[src/rtl/seq_divider.sv]
// -----------------------------------------------------------------------------
// seq_divider
// Sequential unsigned restoring divider producing one quotient bit per clock,
// MSB first. A division takes DW RUN cycles plus one DONE cycle; divide-by-zero
// skips RUN and reports all-ones quotient, zero remainder and DivZero.
//
// Parameters
//   DW : dividend / quotient width in bits
//   VW : divisor / remainder width in bits (VW <= DW)
//
// Ports
//   Clock     in   rising-edge clock
//   Resetn    in   asynchronous active-low reset
//   Start     in   begin a division (only looked at in IDLE)
//   Dividend  in   [DW-1:0] unsigned dividend, captured on accepted Start
//   Divisor   in   [VW-1:0] unsigned divisor, captured on accepted Start
//   Quotient  out  [DW-1:0] last completed quotient
//   Remainder out  [VW-1:0] last completed remainder
//   Busy      out  high while dividing (state RUN)
//   Done      out  one-cycle pulse in state DONE
//   DivZero   out  last accepted division had a zero divisor
// -----------------------------------------------------------------------------
module seq_divider #(
  parameter int DW = 8,
  parameter int VW = 4
) (
  input  logic          Clock,
  input  logic          Resetn,
  input  logic          Start,
  input  logic [DW-1:0] Dividend,
  input  logic [VW-1:0] Divisor,
  output logic [DW-1:0] Quotient,
  output logic [VW-1:0] Remainder,
  output logic          Busy,
  output logic          Done,
  output logic          DivZero
);

  localparam int CW = (DW > 1) ? $clog2(DW) : 1;

  typedef enum logic [1:0] {
    IDLE = 2'b00,
    RUN  = 2'b01,
    DONE = 2'b10
  } state_t;

  state_t        state_r;
  // Dividend bits leave at the MSB while quotient bits enter at the LSB, so
  // after DW steps this register holds the complete quotient.
  logic [DW-1:0] dvd_r;
  logic [VW-1:0] dvs_r;
  // Partial remainder between steps; always strictly below the divisor.
  logic [VW-1:0] rem_r;
  logic [CW-1:0] cnt_r;

  // VW+1-bit working remainder: shifted partial remainder plus next dividend bit.
  logic [VW:0]   trial_s;
  logic          q_bit_s;
  logic [VW-1:0] rem_next_s;
  logic [DW-1:0] dvd_next_s;

  // One restoring-division step: shift, compare, conditionally subtract.
  always_comb begin
    trial_s    = {rem_r, dvd_r[DW-1]};
    q_bit_s    = 1'b0;
    rem_next_s = trial_s[VW-1:0];
    if (trial_s >= {1'b0, dvs_r}) begin
      q_bit_s    = 1'b1;
      // The true difference is below the divisor, so VW-bit modular
      // subtraction yields the exact result.
      rem_next_s = trial_s[VW-1:0] - dvs_r;
    end else begin
      q_bit_s    = 1'b0;
      rem_next_s = trial_s[VW-1:0];
    end
    dvd_next_s = {dvd_r[DW-2:0], q_bit_s};
  end

  // Control FSM with datapath registers and registered outputs.
  always_ff @(posedge Clock or negedge Resetn) begin
    if (!Resetn) begin
      state_r   <= IDLE;
      dvd_r     <= '0;
      dvs_r     <= '0;
      rem_r     <= '0;
      cnt_r     <= '0;
      Quotient  <= '0;
      Remainder <= '0;
      Busy      <= 1'b0;
      Done      <= 1'b0;
      DivZero   <= 1'b0;
    end else begin
      case (state_r)
        IDLE: begin
          if (Start) begin
            dvd_r   <= Dividend;
            dvs_r   <= Divisor;
            rem_r   <= '0;
            cnt_r   <= '0;
            DivZero <= (Divisor == {VW{1'b0}});
            if (Divisor == {VW{1'b0}}) begin
              // Nothing to iterate: publish the saturated result at once.
              state_r   <= DONE;
              Done      <= 1'b1;
              Quotient  <= {DW{1'b1}};
              Remainder <= {VW{1'b0}};
            end else begin
              state_r <= RUN;
              Busy    <= 1'b1;
            end
          end
        end
        RUN: begin
          dvd_r <= dvd_next_s;
          rem_r <= rem_next_s;
          cnt_r <= cnt_r + 1'b1;
          if (cnt_r == CW'(DW - 1)) begin
            // Final step: results come straight from the step logic.
            state_r   <= DONE;
            Busy      <= 1'b0;
            Done      <= 1'b1;
            Quotient  <= dvd_next_s;
            Remainder <= rem_next_s;
          end
        end
        DONE: begin
          state_r <= IDLE;
          Done    <= 1'b0;
        end
        default: begin
          state_r <= IDLE;
          Busy    <= 1'b0;
          Done    <= 1'b0;
        end
      endcase
    end
  end

endmodule

[config.mk]
export PLATFORM = sky130hd
export DESIGN_NAME = seq_divider
export DESIGN_NICKNAME = d
export VERILOG_FILES = /design/src/rtl/seq_divider.sv
export SDC_FILE = /design/constraint.sdc
export NUM_CORES = 1
export LEC_CHECK = 0
export CORE_MARGIN = 3
export CORE_UTILIZATION = 51
export DETAILED_ROUTE_END_ITERATION = 10
export GPL_ROUTABILITY_DRIVEN = 0
export GPL_TIMING_DRIVEN = 0
export HOLD_SLACK_MARGIN = 0.1
export PLACE_DENSITY = 0.88
export SETUP_SLACK_MARGIN = 0.5
export SLEW_MARGIN = 20
export SYNTH_ARGS = -nofsm -noshare
export SYNTH_HDL_FRONTEND = slang
export SYNTH_SLANG_ARGS = --single-unit
[constraint.sdc]
create_clock -name Clock -period 2.3 [get_ports Clock]
set_input_delay 0.575 -clock Clock [delete_from_list [all_inputs] [get_ports Clock]]
set_output_delay 0.575 -clock Clock [all_outputs]
set_load 0.05 [all_outputs]
# [Yosys cells after proc, flatten, opt, wreduce, memory -nomap -nowiden]
# Cells that the tools add are included.
[totals] ff_bits=36
[op_classes] magnitude_cmp=1 bitwise_logic=1 n_eq_ne=7 reduce_logical=9 n_mux=28 n_addsub=2
[ops] op="$mux 8" n=4
[ops] op="$pmux 8 s2" n=2
[ops] op="$mux 4" n=5
[ops] op="$pmux 4 s2" n=2
[ops] op="$ne 2x2->1 const B" n=4
[ops] op="$reduce_and 4->1" n=2
[ops] op="$mux 1" n=7
[ops] op="$mux 2" n=3
[ops] op="$pmux 3 s2" n=1
[ops] op="$reduce_and 2->1" n=3
[ops] op="$ge 5x4->1" n=1
[ops] op="$logic_not 4->1" n=1
[ops] op="$pmux 2 s2" n=1
[ops] op="$sub 4x4->4" n=1
[ops] op="$add 3x1->3 const B" n=1
[ops] op="$eq 3x3->1 const B" n=1
[ops] op="$mux 3" n=1
[ops] op="$pmux 1 s3" n=1
[ops] op="$reduce_and 3->1" n=1
[ops] op="$eq 2x1->1 const B" n=1
[ops] op="$eq 2x2->1 const B" n=1
[ops] op="$logic_not 2->1" n=1
[ops] op="$pmux 1 s2" n=1
[ops] op="$reduce_bool 2->1" n=1
[ops] op="$not 1->1" n=1

# [Depth between registers and ports, before layout]
# Gate-level depths: netlist (run 1).
[logic_depth] ltp_word=4 depth_mapped=8 ltp_nobuf=7

# [Worst setup path after synthesis (run 1)]
# No wires, ideal clock.
[synth_timing] path_kind="input -> register" start="in Divisor[1]" end="reg Remainder[3]" n_path_buf=0 t_required_ns=2.175 setup_time_ns=0.125 cell_stages=5 path_slack_ns=0.106 arrival_ns=2.069 path_cell_list="or4_4 -> or3b_1 -> a21o_1 -> inv_2 -> mux2_2"
[synth_between] elab_chain_len=3
[synth_lines] item="from (decl)" line_no="31" source="input logic [VW-1:0] Divisor,"
[synth_lines] item="$logic_not 4->1" line_no="101" source="if (Divisor == {VW{1'b0}}) begin"
[synth_lines] item="$ne 2x2->1 (no line)"
[synth_lines] item="$reduce_and 4->1 (no line)"
[synth_lines] item="to (signal assigned)" line_no="106" source="Remainder <= {VW{1'b0}};"
[synth_lines] item="to (signal assigned)" line_no="123" source="Remainder <= rem_next_s;"
[synth_lines] item="to (decl)" line_no="33" source="output logic [VW-1:0] Remainder,"
# Every way passes these cells.
# A chain may end at the register's enable or synchronous reset.

# [Final worst setup path (run 1)]
[layout_timing] start="in Divisor[0]" end="reg Remainder[3]"
# The elaborated chain is that of the path after synthesis.

==> results of run 1 <==
## registers in the layout, indices dropped and copies added, names as in the netlist
register   flops
dvd_r          8
Done           1
rem_r          4
Quotient       8
DivZero        1
state_r        2
Busy           1
dvs_r          4
Remainder      4
cnt_r          3
## final timing paths
kind                                      startpoint                  endpoint  slack [ns]  cells after the start
worst max-delay path                      Divisor[0]  Remainder[3]$_DFFE_PN0P_        0.32                      6
worst min-delay path                          Resetn  Remainder[0]$_DFFE_PN0P_        0.12                      1
worst max register to register  rem_r[1]$_DFFE_PN0P_  Remainder[3]$_DFFE_PN0P_        0.47                      7
worst min register to register   DivZero$_DFFE_PN0P_       DivZero$_DFFE_PN0P_        0.49                      2
max in group asynchronous                     Resetn   Quotient[7]$_DFFE_PN0P_        1.76                      2
min in group Clock                        Divisor[0]      dvs_r[0]$_DFFE_PN0P_        0.43                      3
## per-layer routing
layer  wire [um]  up-vias  global-route usage [%]
li1            -      676                       -
met4         208        0                    17.0
met2        2230       80                    35.2
met5           0        -                       0
met3         287       22                    5.17
met1        1790      741                    27.8
## cell usage in the layout, fill, tap and decap left out, drive strengths merged
master         instances
or2                    1
or3b                   1
clkdlybuf4s50          9
ha                     6
mux2                   4
nand3                  5
o22a                   7
clkdlybuf4s15          7
nor2                  12
fa                     1
buf                   22
nand2                 35
clkbuf                21
o2111ai                1
o221a                  1
nor3b                  2
a31oi                  9
o21a                   1
nand2b                 1
nor2b                  2
clkinvlp               1
a22oi                  1
or4                    1
dfrtp                 36
mux2i                  1
xnor2                  1
a21oi                  4
a21o                   3
nand3b                 1
o21ai                 15
inv                    7
## layout make-up
class	instances	area share, %
tap	44	2.40
inverter	7	1.15
sequential	36	39.4
buffer	7	1.58
clock inverter	1	0.328
timing repair buffer	45	17.0
multi-input combinational	116	35.8
clock buffer	7	2.40
## stage by stage
| stage | setup TNS, ns | setup slack (ns) | utilization [%] | std cells |
|---|---|---|---|---|
| final | 0 | 0.324 | 74.5 | 263 |
| after global routing | 0 | 0.321 | 74.5 | 263 |
| after CTS | 0 | 0.294 | 72.6 | 258 |
| after detailed placement | -6.69 | -0.408 | 66.9 | 240 |
| after global placement | -8.97 | -0.353 | 66.2 | 239 |
| after floorplan | 0 | 0.172 | - | 166 |
## repair_timing
item	CTS	global route
buffers inserted	10	5
gates resized for setup	67	24
setup endpoints to repair	46	29
pin swaps	6	6
cloned	0	0
## Yosys cell counts (2+ instances only)
cell,number
a21o_1,3
ha_1,6
o21ai_0,15
dfrtp_1,36
a21oi_1,4
nand2_1,35
clkbuf_1,6
nor2_1,11
nor3b_1,2
mux2_2,4
nand3_1,5
inv_1,6
a31oi_1,8
o22a_1,7
nor2b_1,2
## cell families after synthesis
logic type / after synthesis / synth area share [%]
AO/OA/AOI/OAI: 42 / 16.6
XOR/XNOR: 1 / 0.525
adder cells (fa/ha/maj): 7 / 5.70
buffers and inverters: 14 / 3.60
flip-flops: 36 / 54.0
multiplexers: 5 / 3.30
AND/OR/NAND/NOR: 61 / 16.3
==> out/qor.csv, run 1 <==
metric,value,unit
die area,0.00399,mm^2
Die X,63.2,um
Mapped Nets,188,
RSZ-0062 raised after global routing,true,
placed cell area,0.00206,mm^2
CP endpoint kind,register,
# nets final,240,
Fmax achieved,506,MHz
Final ANT Viol Nets,0,
hold_buf cts,0,
CTS tree,built,
# H-tree levels,2,
status,completed,
num rows,20,
"area leader, netlist",dfrtp_1,
P&R area growth vs syn,37.4,%
initial antenna violation count,0,
CP max FO,3,
Mean Syn Cell Area,10.0,um^2
Multi-input gate area,820,um^2
gr usage total,22.8,%
Final Slew Violations,0,
CP arrival,2.22,ns
clk root buf,clkbuf_4,
FILL cells,190,
largest net degree at the start of global routing,24,
post-synth top area share,54.0,%
first-pass GRT wire length,6870,um
clock-pin slew on the worst setup and hold paths,0.11,ns
Final Critical Period,1.98,ns
routed len/inst,17.2,um
WL final,4520,um
cell count after synthesis,166,
port buffer count,29,
DRC violations left,0,
# IOs,30,
CP max stage delay,0.55,ns
Die Ht,63.2,um
Setup crit start kind,input pin,
Worst Path Required,2.55,ns
Clock Sinks,36,
initial DRC count,138,
Unique masters post-synth,31,
Synth area leaders,"dfrtp_1 (54%), nand2_1 (7.9%), ha_1 (4.5%), o21ai_0 (4.5%), o22a_1 (3.7%)",
max-cap viol count,0,
most common flop cell mapped by yosys,dfrtp_1,
"Clk Latency, worst-skew pair",0.35,ns
"Seq/Total Area, Yosys",54.0,%
total via count after detailed routing,1519,
Rel. slew slack,67.3,%
Yosys warning total,0,
Reg area,902,um^2
master of the slowest instance on the critical path,or4_4,
asr flop ratio synth,100,%
Final Instance Area,0.00229,mm^2
Top delay family on crit path,simple AND/OR/NAND/NOR gates,
"Buf+Inv Stages, Crit Path",2,
Final Skew,0.0171,ns
DRT Pass-1 Iters,7,
vias in the first global route,1462,
vias per cell,5.78,
register bit total from synthesis,36,
number of synthesized flops with an enable pin,0,
Initial Util,54.2,%
CTS Buf Count,5,
Hold WC Path Type,input pin to async pin,
Final Hold Fails,0,
critical path class,input pin to register,
setup violators final,0,
Tightest Pin Transition,0.490,ns
total grt overflow,0,
total core area,0.00308,mm^2
ratio of cells with drive above 1 in the final layout,32.4,%
Hold WS,0.120,ns
DP HPWL,2810,um
crit path cell chain,buf_6 > or4_4 > or3b_4 > a21o_1 > inv_2 > mux2_4,
final worst path period share,85.9,%
CTS max path bufs,2,
area of the mapped netlist,0.00167,mm^2
# diodes,0,
Power of run 1 is left out: the tool's default activity adds up to more than one toggle a clock period on the data nets, which glitch-free logic cannot reach.
==> run 2: changes to the inputs <==
- ABC_CLOCK_PERIOD_IN_PS: unset -> 2300
- REMOVE_ABC_BUFFERS: unset -> 1
==> out/qor.csv, run 2 (synthesis results as in run 1) <==
metric,value,unit,change
Final Core Density,75.2,%,+0.77 points
vias per cell,5.54,,-4.1%
"Clk Latency, worst-skew pair",0.36,ns,about the same
Peak VDD IR,1.01,mV,
routed len/inst,17.2,um,-0.18%
Hold WS,0.124,ns,+0.00439 ns
FILL cells,217,,+14%
Power Density,1800,mW/mm^2,
GR Layer Usage met1,26.2,%,-1.6 points
vias in the first global route,1481,,+1.3%
GR Util met2,40.1,%,+4.9 points
Reg area,901,um^2,-0.14%
Tightest Pin Transition,0.730,ns,+0.240 ns
die area,0.00399,mm^2,unchanged
clock-pin slew on the worst setup and hold paths,0.12,ns,about the same
met3 usage,7.13,%,+2.0 points
Psw,1910,uW,
CP max FO,3,,unchanged
Clk pwr share,11.0,%,
CTS tree,built,,
Clock Sinks,36,,unchanged
Hold WC Path Type,input pin to async pin,,
P&R area growth vs syn,38.9,%,
WL final,4410,um,-2.5%
reg2reg setup slack,0.49,ns,+0.02 ns
Rel. slew slack,51.2,%,-16 points
ratio of cells with drive above 1 in the final layout,31.9,%,-0.50 points
port buffer count,29,,unchanged
total grt overflow,0,,unchanged
initial DRC count,45,,-67%
final worst path period share,84.4,%,-1.5 points
Final Slew Violations,0,,unchanged
DRC violations left,0,,unchanged
hold_buf cts,0,,unchanged
Fmax achieved,515,MHz,+1.8%
Worst Path Required,2.55,ns,about the same
Multi-input gate area,813,um^2,-0.76%
first-pass GRT wire length,7070,um,+2.9%
Final Skew,0.0138,ns,-0.00322 ns
master of the slowest instance on the critical path,or4_4,,
RSZ-0062 raised after global routing,true,,
crit path cell chain,buf_6 > or4_4 > or3b_1 > a21o_1 > inv_4 > mux2_4,,
Tot Pwr,4170,uW,
Gate power share,60.9,%,
total core area,0.00308,mm^2,unchanged
Initial Util,54.2,%,unchanged
Regs by FF count,"Quotient: 8 flops, dvd_r: 8 flops",,
# diodes,0,,unchanged
DP HPWL,2760,um,-1.8%
critical path class,input pin to register,,
sw frac,45.7,%,
clk root buf,clkbuf_4,,
Final ANT Viol Nets,0,,unchanged
Die X,63.2,um,unchanged
total via count after detailed routing,1424,,-6.3%
Final Hold Fails,0,,unchanged
gr usage total,23.1,%,+0.27 points
Setup crit start kind,input pin,,
initial antenna violation count,0,,unchanged
CP arrival,2.19,ns,-0.03 ns
sequential power share,28.1,%,
# H-tree levels,2,,unchanged
Final Critical Period,1.94,ns,-0.0353 ns
# IOs,30,,unchanged
largest net degree at the start of global routing,24,,unchanged
status,completed,,
gr busiest metal,met2,,
CP endpoint kind,register,,
# nets final,234,,-2.5%
Die Ht,63.2,um,unchanged
num rows,20,,unchanged
setup violators final,0,,unchanged
max-cap viol count,0,,unchanged
"commonest non-fill, non-tap cell in the layout",dfrtp_1,,
CP max stage delay,0.53,ns,-0.02 ns
DRT Pass-1 Iters,4,,-3
Int Power,2270,uW,
CTS Buf Count,5,,unchanged
Pleak,0.00104,uW,
CTS max path bufs,2,,unchanged
most frequent cells in the layout,"dfrtp_1 (36), nand2_1 (34), buf_4 (13)",,
## run 2: final timing paths
kind,from,end,cells past startpoint
max in group asynchronous,Resetn,dvd_r[0]$_DFFE_PN0P_,2
hold reg to reg,Done$_DFFE_PN0P_,Done$_DFFE_PN0P_,1
setup / recovery,Divisor[2],Remainder[3]$_DFFE_PN0P_,6
setup reg to reg,dvs_r[2]$_DFFE_PN0P_,Remainder[3]$_DFFE_PN0P_,8
hold / removal,Resetn,dvd_r[3]$_DFFE_PN0P_,1
min in group Clock,Divisor[2],dvs_r[2]$_DFFE_PN0P_,3
## run 2: final cells by class
cell class / instances / area share [%]
Clock buffer: 5 / 1.62
Clock inverter: 3 / 1.84
Sequential cell: 36 / 38.9
Multi-Input combinational cell: 116 / 35.1
Tap cell: 44 / 2.38
Inverter: 7 / 1.24
Timing Repair Buffer: 46 / 18.9
## run 2: routing by layer
layer | up-vias | routed length [um]
li1 | 671 | -
met1 | 696 | 1780
met2 | 48 | 2250
met3 | 9 | 293
met4 | 0 | 81
met5 | - | 0
## run 2: per-stage QoR
stage          setup slack, ns  instances  setup TNS, ns  cell area (um^2)
6_report                 0.360        257              0              2320
5_1_grt                  0.358        257              0              2320
4_1_cts                  0.400        251              0              2230
3_5_place_dp            -0.599        234          -4.48              2010
3_3_place_gp            -0.941        232         -17.13              1980
2_1_floorplan          0.00916        159              0              1630
## run 2: repair_timing
| action | 4_1_cts | 5_1_grt |
|---|---|---|
| buffers inserted | 9 | 6 |
| resized for setup | 74 | 20 |
| pin swaps | 6 | 3 |
| endpoints found under the setup margin | 37 | 28 |
## run 2: worst max-delay path, delay by kind of cell
family,cells,cell delay (ns)
and+or+nand+nor,2,0.90
muxes,1,0.30
AOI/OAI and AO/OA,1,0.22
buffers and inverters,2,0.19
## run 2: power groups by stage
stage	logic, uW	registers (uW)	clock network (uW)
2_1_floorplan	986	1530	0
3_3_place_gp	1840	1140	0
3_5_place_dp	1950	1160	0
4_1_cts	2210	1160	458
5_1_grt	2730	1210	496
6_report	2540	1170	460
(Power assumes the default switching activity.)
